[src/rtl/pc_fetch_unit_if.sv]
// Fetch-side bundle: redirect/handshake inputs from decode/execute, fetch address and counters back.
interface pc_fetch_unit_if;
  localparam int unsigned XLEN  = 32;
  localparam int unsigned OFF_W = 16;
  localparam int unsigned IDX_W = 26;

  logic             fetch_ready;
  logic             br_taken;
  logic             jump;
  logic [XLEN-1:0]  redir_base;
  logic [OFF_W-1:0] br_offset;
  logic [IDX_W-1:0] jump_index;
  logic [XLEN-1:0]  pc;
  logic [XLEN-1:0]  pc_plus4;
  logic             fetch_valid;
  logic [XLEN-1:0]  fetch_count;

  // Master is the fetch unit itself; slave is the memory/decode side.
  modport master (
    input  fetch_ready, br_taken, jump, redir_base, br_offset, jump_index,
    output pc, pc_plus4, fetch_valid, fetch_count
  );

  modport slave (
    output fetch_ready, br_taken, jump, redir_base, br_offset, jump_index,
    input  pc, pc_plus4, fetch_valid, fetch_count
  );
endinterface

[src/rtl/pc_fetch_unit.sv]
// Program counter / fetch request generator with branch and jump redirect,
// one-cycle bubble after every redirect, and an accepted-fetch counter.
module pc_fetch_unit #(
  parameter logic [31:0] RESET_VECTOR = 32'h0000_0000
) (
  input  logic           clk,
  input  logic           rst,
  pc_fetch_unit_if.master bus
);

  localparam int unsigned XLEN  = 32;
  localparam int unsigned OFF_W = 16;
  localparam int unsigned IDX_W = 26;

  typedef enum logic [1:0] {
    BOOT   = 2'd0,
    FETCH  = 2'd1,
    BUBBLE = 2'd2
  } state_e;

  state_e            state_q;
  logic [XLEN-1:0]   pc_q;
  logic [XLEN-1:0]   fetch_count_q;
  logic              fetch_valid_q;

  logic              redirect;
  logic              accept;
  logic [XLEN-1:0]   off_sext;
  logic [XLEN-1:0]   br_target;
  logic [XLEN-1:0]   jmp_target;
  logic [XLEN-1:0]   redir_target;

  assign redirect = bus.jump | bus.br_taken;
  assign accept   = fetch_valid_q & bus.fetch_ready;

  // Redirect target selection: jump has priority over a taken branch.
  always_comb begin
    off_sext     = {{(XLEN-OFF_W){bus.br_offset[OFF_W-1]}}, bus.br_offset};
    br_target    = bus.redir_base + (off_sext << 2);
    jmp_target   = {bus.redir_base[XLEN-1:XLEN-4], bus.jump_index, 2'b00};
    redir_target = bus.jump ? jmp_target : br_target;
  end

  // Single-process FSM; a redirect overrides whatever the current state would do.
  always_ff @(posedge clk) begin
    if (rst) begin
      state_q       <= BOOT;
      pc_q          <= RESET_VECTOR;
      fetch_valid_q <= 1'b0;
      fetch_count_q <= '0;
    end else if (redirect) begin
      state_q       <= BUBBLE;
      pc_q          <= {redir_target[XLEN-1:2], 2'b00};
      fetch_valid_q <= 1'b0;
    end else begin
      case (state_q)
        BOOT: begin
          state_q       <= FETCH;
          fetch_valid_q <= 1'b1;
        end
        FETCH: begin
          fetch_valid_q <= 1'b1;
          if (accept) begin
            pc_q          <= pc_q + XLEN'(4);
            fetch_count_q <= fetch_count_q + XLEN'(1);
          end
        end
        BUBBLE: begin
          state_q       <= FETCH;
          fetch_valid_q <= 1'b1;
        end
        default: begin
          state_q       <= BOOT;
          fetch_valid_q <= 1'b0;
        end
      endcase
    end
  end

  // During reset the incrementer shows the reset vector so downstream sees a sane value.
  assign bus.pc          = pc_q;
  assign bus.pc_plus4    = rst ? (RESET_VECTOR + XLEN'(4)) : (pc_q + XLEN'(4));
  assign bus.fetch_valid = fetch_valid_q;
  assign bus.fetch_count = fetch_count_q;

  a_pc_aligned : assert property (@(posedge clk) disable iff (rst) pc_q[1:0] == 2'b00);
  a_valid_fetch : assert property (@(posedge clk) disable iff (rst)
                                   fetch_valid_q == (state_q == FETCH));

endmodule

[src/flat_wrapper.sv]
// flat-port wrapper written by rule: the top's interface ports become plain ports
module pc_fetch_unit_flat 
#(
  parameter logic [31:0] RESET_VECTOR = 32'h0000_0000
)
  (clk, rst, bus_fetch_ready, bus_br_taken, bus_jump, bus_redir_base, bus_br_offset, bus_jump_index, bus_pc, bus_pc_plus4, bus_fetch_valid, bus_fetch_count);
  pc_fetch_unit_if bus_i ();
  input  logic clk;
  input  logic rst;
  input wire logic [$bits(bus_i.fetch_ready)-1:0] bus_fetch_ready;
  input wire logic [$bits(bus_i.br_taken)-1:0] bus_br_taken;
  input wire logic [$bits(bus_i.jump)-1:0] bus_jump;
  input wire logic [$bits(bus_i.redir_base)-1:0] bus_redir_base;
  input wire logic [$bits(bus_i.br_offset)-1:0] bus_br_offset;
  input wire logic [$bits(bus_i.jump_index)-1:0] bus_jump_index;
  output wire logic [$bits(bus_i.pc)-1:0] bus_pc;
  output wire logic [$bits(bus_i.pc_plus4)-1:0] bus_pc_plus4;
  output wire logic [$bits(bus_i.fetch_valid)-1:0] bus_fetch_valid;
  output wire logic [$bits(bus_i.fetch_count)-1:0] bus_fetch_count;
  assign bus_i.fetch_ready = bus_fetch_ready;
  assign bus_i.br_taken = bus_br_taken;
  assign bus_i.jump = bus_jump;
  assign bus_i.redir_base = bus_redir_base;
  assign bus_i.br_offset = bus_br_offset;
  assign bus_i.jump_index = bus_jump_index;
  assign bus_pc = bus_i.pc;
  assign bus_pc_plus4 = bus_i.pc_plus4;
  assign bus_fetch_valid = bus_i.fetch_valid;
  assign bus_fetch_count = bus_i.fetch_count;
  pc_fetch_unit #(.RESET_VECTOR(RESET_VECTOR)) u_core (.clk(clk), .rst(rst), .bus(bus_i));
endmodule
[config.mk]
export PLATFORM = sky130hd
export DESIGN_NAME = pc_fetch_unit_flat
export DESIGN_NICKNAME = d
export VERILOG_FILES = /design/src/rtl/pc_fetch_unit_if.sv /design/src/rtl/pc_fetch_unit.sv /design/src/flat_wrapper.sv
export SDC_FILE = /design/constraint.sdc
export NUM_CORES = 1
export LEC_CHECK = 0
export CAP_MARGIN = 20
export CORE_ASPECT_RATIO = 2
export CORE_UTILIZATION = 47
export DETAILED_ROUTE_END_ITERATION = 10
export GPL_TIMING_DRIVEN = 0
export PLACE_DENSITY_LB_ADDON = 0.05
export SLEW_MARGIN = 20
export SYNTH_ARGS = -nofsm -noshare
export SYNTH_HDL_FRONTEND = slang
export SYNTH_SLANG_ARGS = --single-unit
[constraint.sdc]
create_clock -name clk -period 3.4 [get_ports clk]
set_input_delay 0.68 -clock clk [delete_from_list [all_inputs] [get_ports clk]]
set_output_delay 0.68 -clock clk [all_outputs]
set_load 0.01 [all_outputs]
==> results by group <==
Floorplanning
  • IO Count: 176
  • Starting density of the core: approximately half
  • Die height: 152.3 um
  • Die Wd: roughly 77 um
  • Die area: 0.01175 mm^2
  • # rows: 54
  • Core area: 0.01095 mm^2

STA
  • Peak Freq: roughly 0.3 GHz
  • Layout Skew: about 0.008 ns
  • Final setup viols: 0
  • Final min period: 3.326 ns
  • Least-Margin Pin Slew: a little under 0.9 ns
  • PnR worst setup slack: 0.07445 ns
  • Final Max Tran Viols: 0
  • Max-slew headroom: 41.39%
  • Fin. Hold Viols: 0
  • Period utilisation layout: 97.81%

Power
  • Peak VDD IR: approximately 0.00028 V
  • Power Dens Cells: approximately 340 mW/mm^2
  • P_leak: 2.927 nW
  • Clock share of power: a little under two fifths
  • Power share of the combinational group: between 20 and 30%
  • Reg power frac: 33.2%
  • Power Total: 0.002572 W
  • Switching Fraction: 31.60%
  • NetSw: 0.0008128 W
  • P_int: 0.001760 W

Job
  • Max Cap Viol: 0

Final layout
  • Register Area: 0.001314 mm^2
  • Core Util, Final: 70.02%
  • Filler cells: 963
  • Ratio of cells with drive above 1 in the final layout: around 9%
  • Layout area overhead: 44.36%
  • Multi-input logic area: around 0.0039 mm^2
  • Final nets: 1001

Clocking
  • Clock Sinks: between 60 and 70
  • Hold Buf Count CTS: 0
  • CTS tree: done
  • CTS clk-pin slew, worst paths: about 0.060 ns
  • Latest clock arrival within the worst-skew pair: 0.34 ns
  • H-Tree Depth: 3
  • Clk Tree Root Cell: clkbuf_16
  • CTS max path bufs: 2
  • CTS buffer count: 9

Setup path
  • WP data arrival: around 2.7 ns
  • Type of origin of the critical path: flop
  • Crit Path Category: reg -> out
  • CP Capture Type: output pin
  • Crit path required time: 2.72 ns
  • CP Max Fanout: 9

GRT
  • First-pass GRT wire length: around 30000 um
  • Grt total ovfl: 0
  • Initial antenna violation count: 1
  • Vias in the first global route: just over 6000
  • All-Layer GR Usage: 31.50%
  • Pin count of the biggest net entering global routing: 18

Synthesis
  • Mapped Area: roughly 0.0053 mm^2
  • Count leader, synth: nor2_1
  • Ys Warns: 0
  • Post-synthesis sequential area ratio: 24.51%
  • Async S/R FF share, synth: 0%
  • Syn avg cell area: ~7.6 um^2
  • Yosys cell types: 74
  • Synthesized flop and latch total: 65
  • Predominant post-synthesis flop cell: dfxtp_1
  • Synth Instances: 700
  • Area contributors post-synth: dfxtp_1 25%, xor2_1 8.4%, ha_1 7.3%
  • Area leader, netlist: dfxtp_1
  • Yosys top cell area share: approximately a quarter
  • Synth top cells by count: 99 x nor2_1, 65 x dfxtp_1, 63 x nand2_1, 61 x a21oi_1, 51 x xor2_1
  • Post-synth EDFFs: 0

Detailed routing
  • Drt pass-1 iters: 6
  • Routed Wire Length: approximately 19000 um
  • Vias per cell: between 5 and 6
  • Residual DRC: 0
  • Post-route ant nets: 0
  • WL per Instance: 17.95 um
  • Initial DRC count: around 270
  • Vias: between 6000 and 7000

Min path
  • Hold Crit Class: reg -> reg

Placed design
  • Post-DP HPWL: 14360 um
  • Global placement routability congestion: 0.9374
  • IO buf count: 168
  • Setup WS pre-CTS: -0.5359 ns

Outcome
  • Status: finished, final reports clean
==> cell type report <==
class | instances | share of cell area, %
inverter | 11 | 0.5388
buffer | 35 | 1.943
antenna | 1 | 0.03265
timing repair buffer | 176 | 22.81
clock buffer | 10 | 3.118
tap | 140 | 2.286
sequential | 65 | 17.14
clock inverter | 6 | 0.8653
multi-input combinational | 592 | 51.27
==> cells in the final DEF, fill, tap and decap left out, types with 4 or more instances in the layout <==
master           synthesis  routed
a211oi_1                 8       7
a31oi_1                  6       6
nand4_1                 16      16
or3_1                    7       6
xor2_1                  51      51
dfxtp_1                 65      55
clkbuf_1                26      26
o21ai_1                  5       5
ha_1                    31      29
dfxtp_2                  0      10
o21a_1                   4       4
o21ai_0                 23      23
nand2b_1                 8       8
o211ai_1                 5       5
nand3_2                  1       4
a21o_1                  12      12
clkbuf_16                0       9
o21bai_1                 6       6
xnor2_1                 37      37
nand3_1                 26      23
a211o_1                  4       4
buf_4                    4      12
nor2b_1                  9       9
and3_1                  12      12
nor2_1                  99      97
nand2_1                 63      63
clkdlybuf4s50_1          0     164
a21oi_1                 61      61
and4_1                   8       6
nor3_2                   4       5
a221oi_1                 8       8
conb_1                   1       4
nor3_1                  21      19
inv_1                   11      11
==> power by group through the flow <==
| stage | clock (W) | combinational [W] | sequential (W) |
|---|---|---|---|
| 3_5_place_dp | 0 | 0.000734 | 0.000864 |
| 4_1_cts | 0.000956 | 0.000750 | 0.000851 |
| 6_report | 0.000955 | 0.000762 | 0.000855 |
| 2_1_floorplan | 0 | 0.000413 | 0.000865 |
| 3_3_place_gp | 0 | 0.000724 | 0.000862 |
| 5_1_grt | 0.000985 | 0.000822 | 0.000860 |
==> per-layer routing <==
metal,up-vias,GRT usage [%],wire [um]
met5,-,0,0
met4,0,19.14,922
met3,63,3.952,927
met2,266,60.47,10210
met1,2878,30.84,6532
li1,2872,-,-
==> stage by stage <==
step | instances | setup TNS [ns] | hold slack [ns] | cell area, um^2
after floorplan | 703 | 0 | 0.4523 | 5320
after global placement | 1011 | -4.011 | 0.4639 | 7177
after detailed placement | 1011 | -4.731 | 0.4968 | 7177
after CTS | 1034 | 0 | 0.5118 | 7621
after global routing | 1036 | -0.008587 | 0.5036 | 7664
final | 1036 | 0 | 0.4934 | 7664
==> logic make-up after synthesis <==
group	share of synthesized area, %
flip-flops	24.51
multiplexers	0.7778
other	0.07064
buffers and inverters	3.582
AND/OR/NAND/NOR	27.79
XOR/XNOR	14.52
AO/OA/AOI/OAI	21.07
adder cells (fa/ha/maj)	7.683
==> registers in the layout (all words and copies together) (netlist names) <==
name / count
u_core.bus.pc: 30
u_core.bus.fetch_valid: 1
u_core.bus.fetch_count: 32
u_core.state_q: 2
==> critical path, stage by stage, from the launching register on <==
cell             delay, ns
dfxtp_2               0.40
and4_4                0.25
and3_2                0.25
nand4_4               0.22
or3_1                 0.37
a21oi_1               0.24
clkdlybuf4s50_1       0.58
==> repair_timing <==
| item | in CTS | in global routing |
|---|---|---|
| setup buffers | 7 | 1 |
| setup endpoints to repair | 18 | 9 |
| resized for setup | 23 | 12 |
| pin swaps | 8 | 8 |
==> worst paths after layout <==
| check | from | endpoint | slack [ns] | cells after the start |
|---|---|---|---|---|
| worst max-delay path | u_core.bus.pc[9]$_SDFFE_PP0P_ | bus_pc_plus4[19] | 0.07 | 6 |
| worst min-delay path | u_core.bus.pc[12]$_SDFFE_PP0P_ | u_core.bus.pc[12]$_SDFFE_PP0P_ | 0.49 | 2 |
| worst max register to register | u_core.state_q[1]$_SDFFE_PP0N_ | u_core.bus.fetch_count[31]$_SDFFE_PP0P_ | 0.91 | 9 |
| worst min register to register | u_core.bus.pc[12]$_SDFFE_PP0P_ | u_core.bus.pc[12]$_SDFFE_PP0P_ | 0.49 | 2 |
Power figures use the tool's default switching activity.
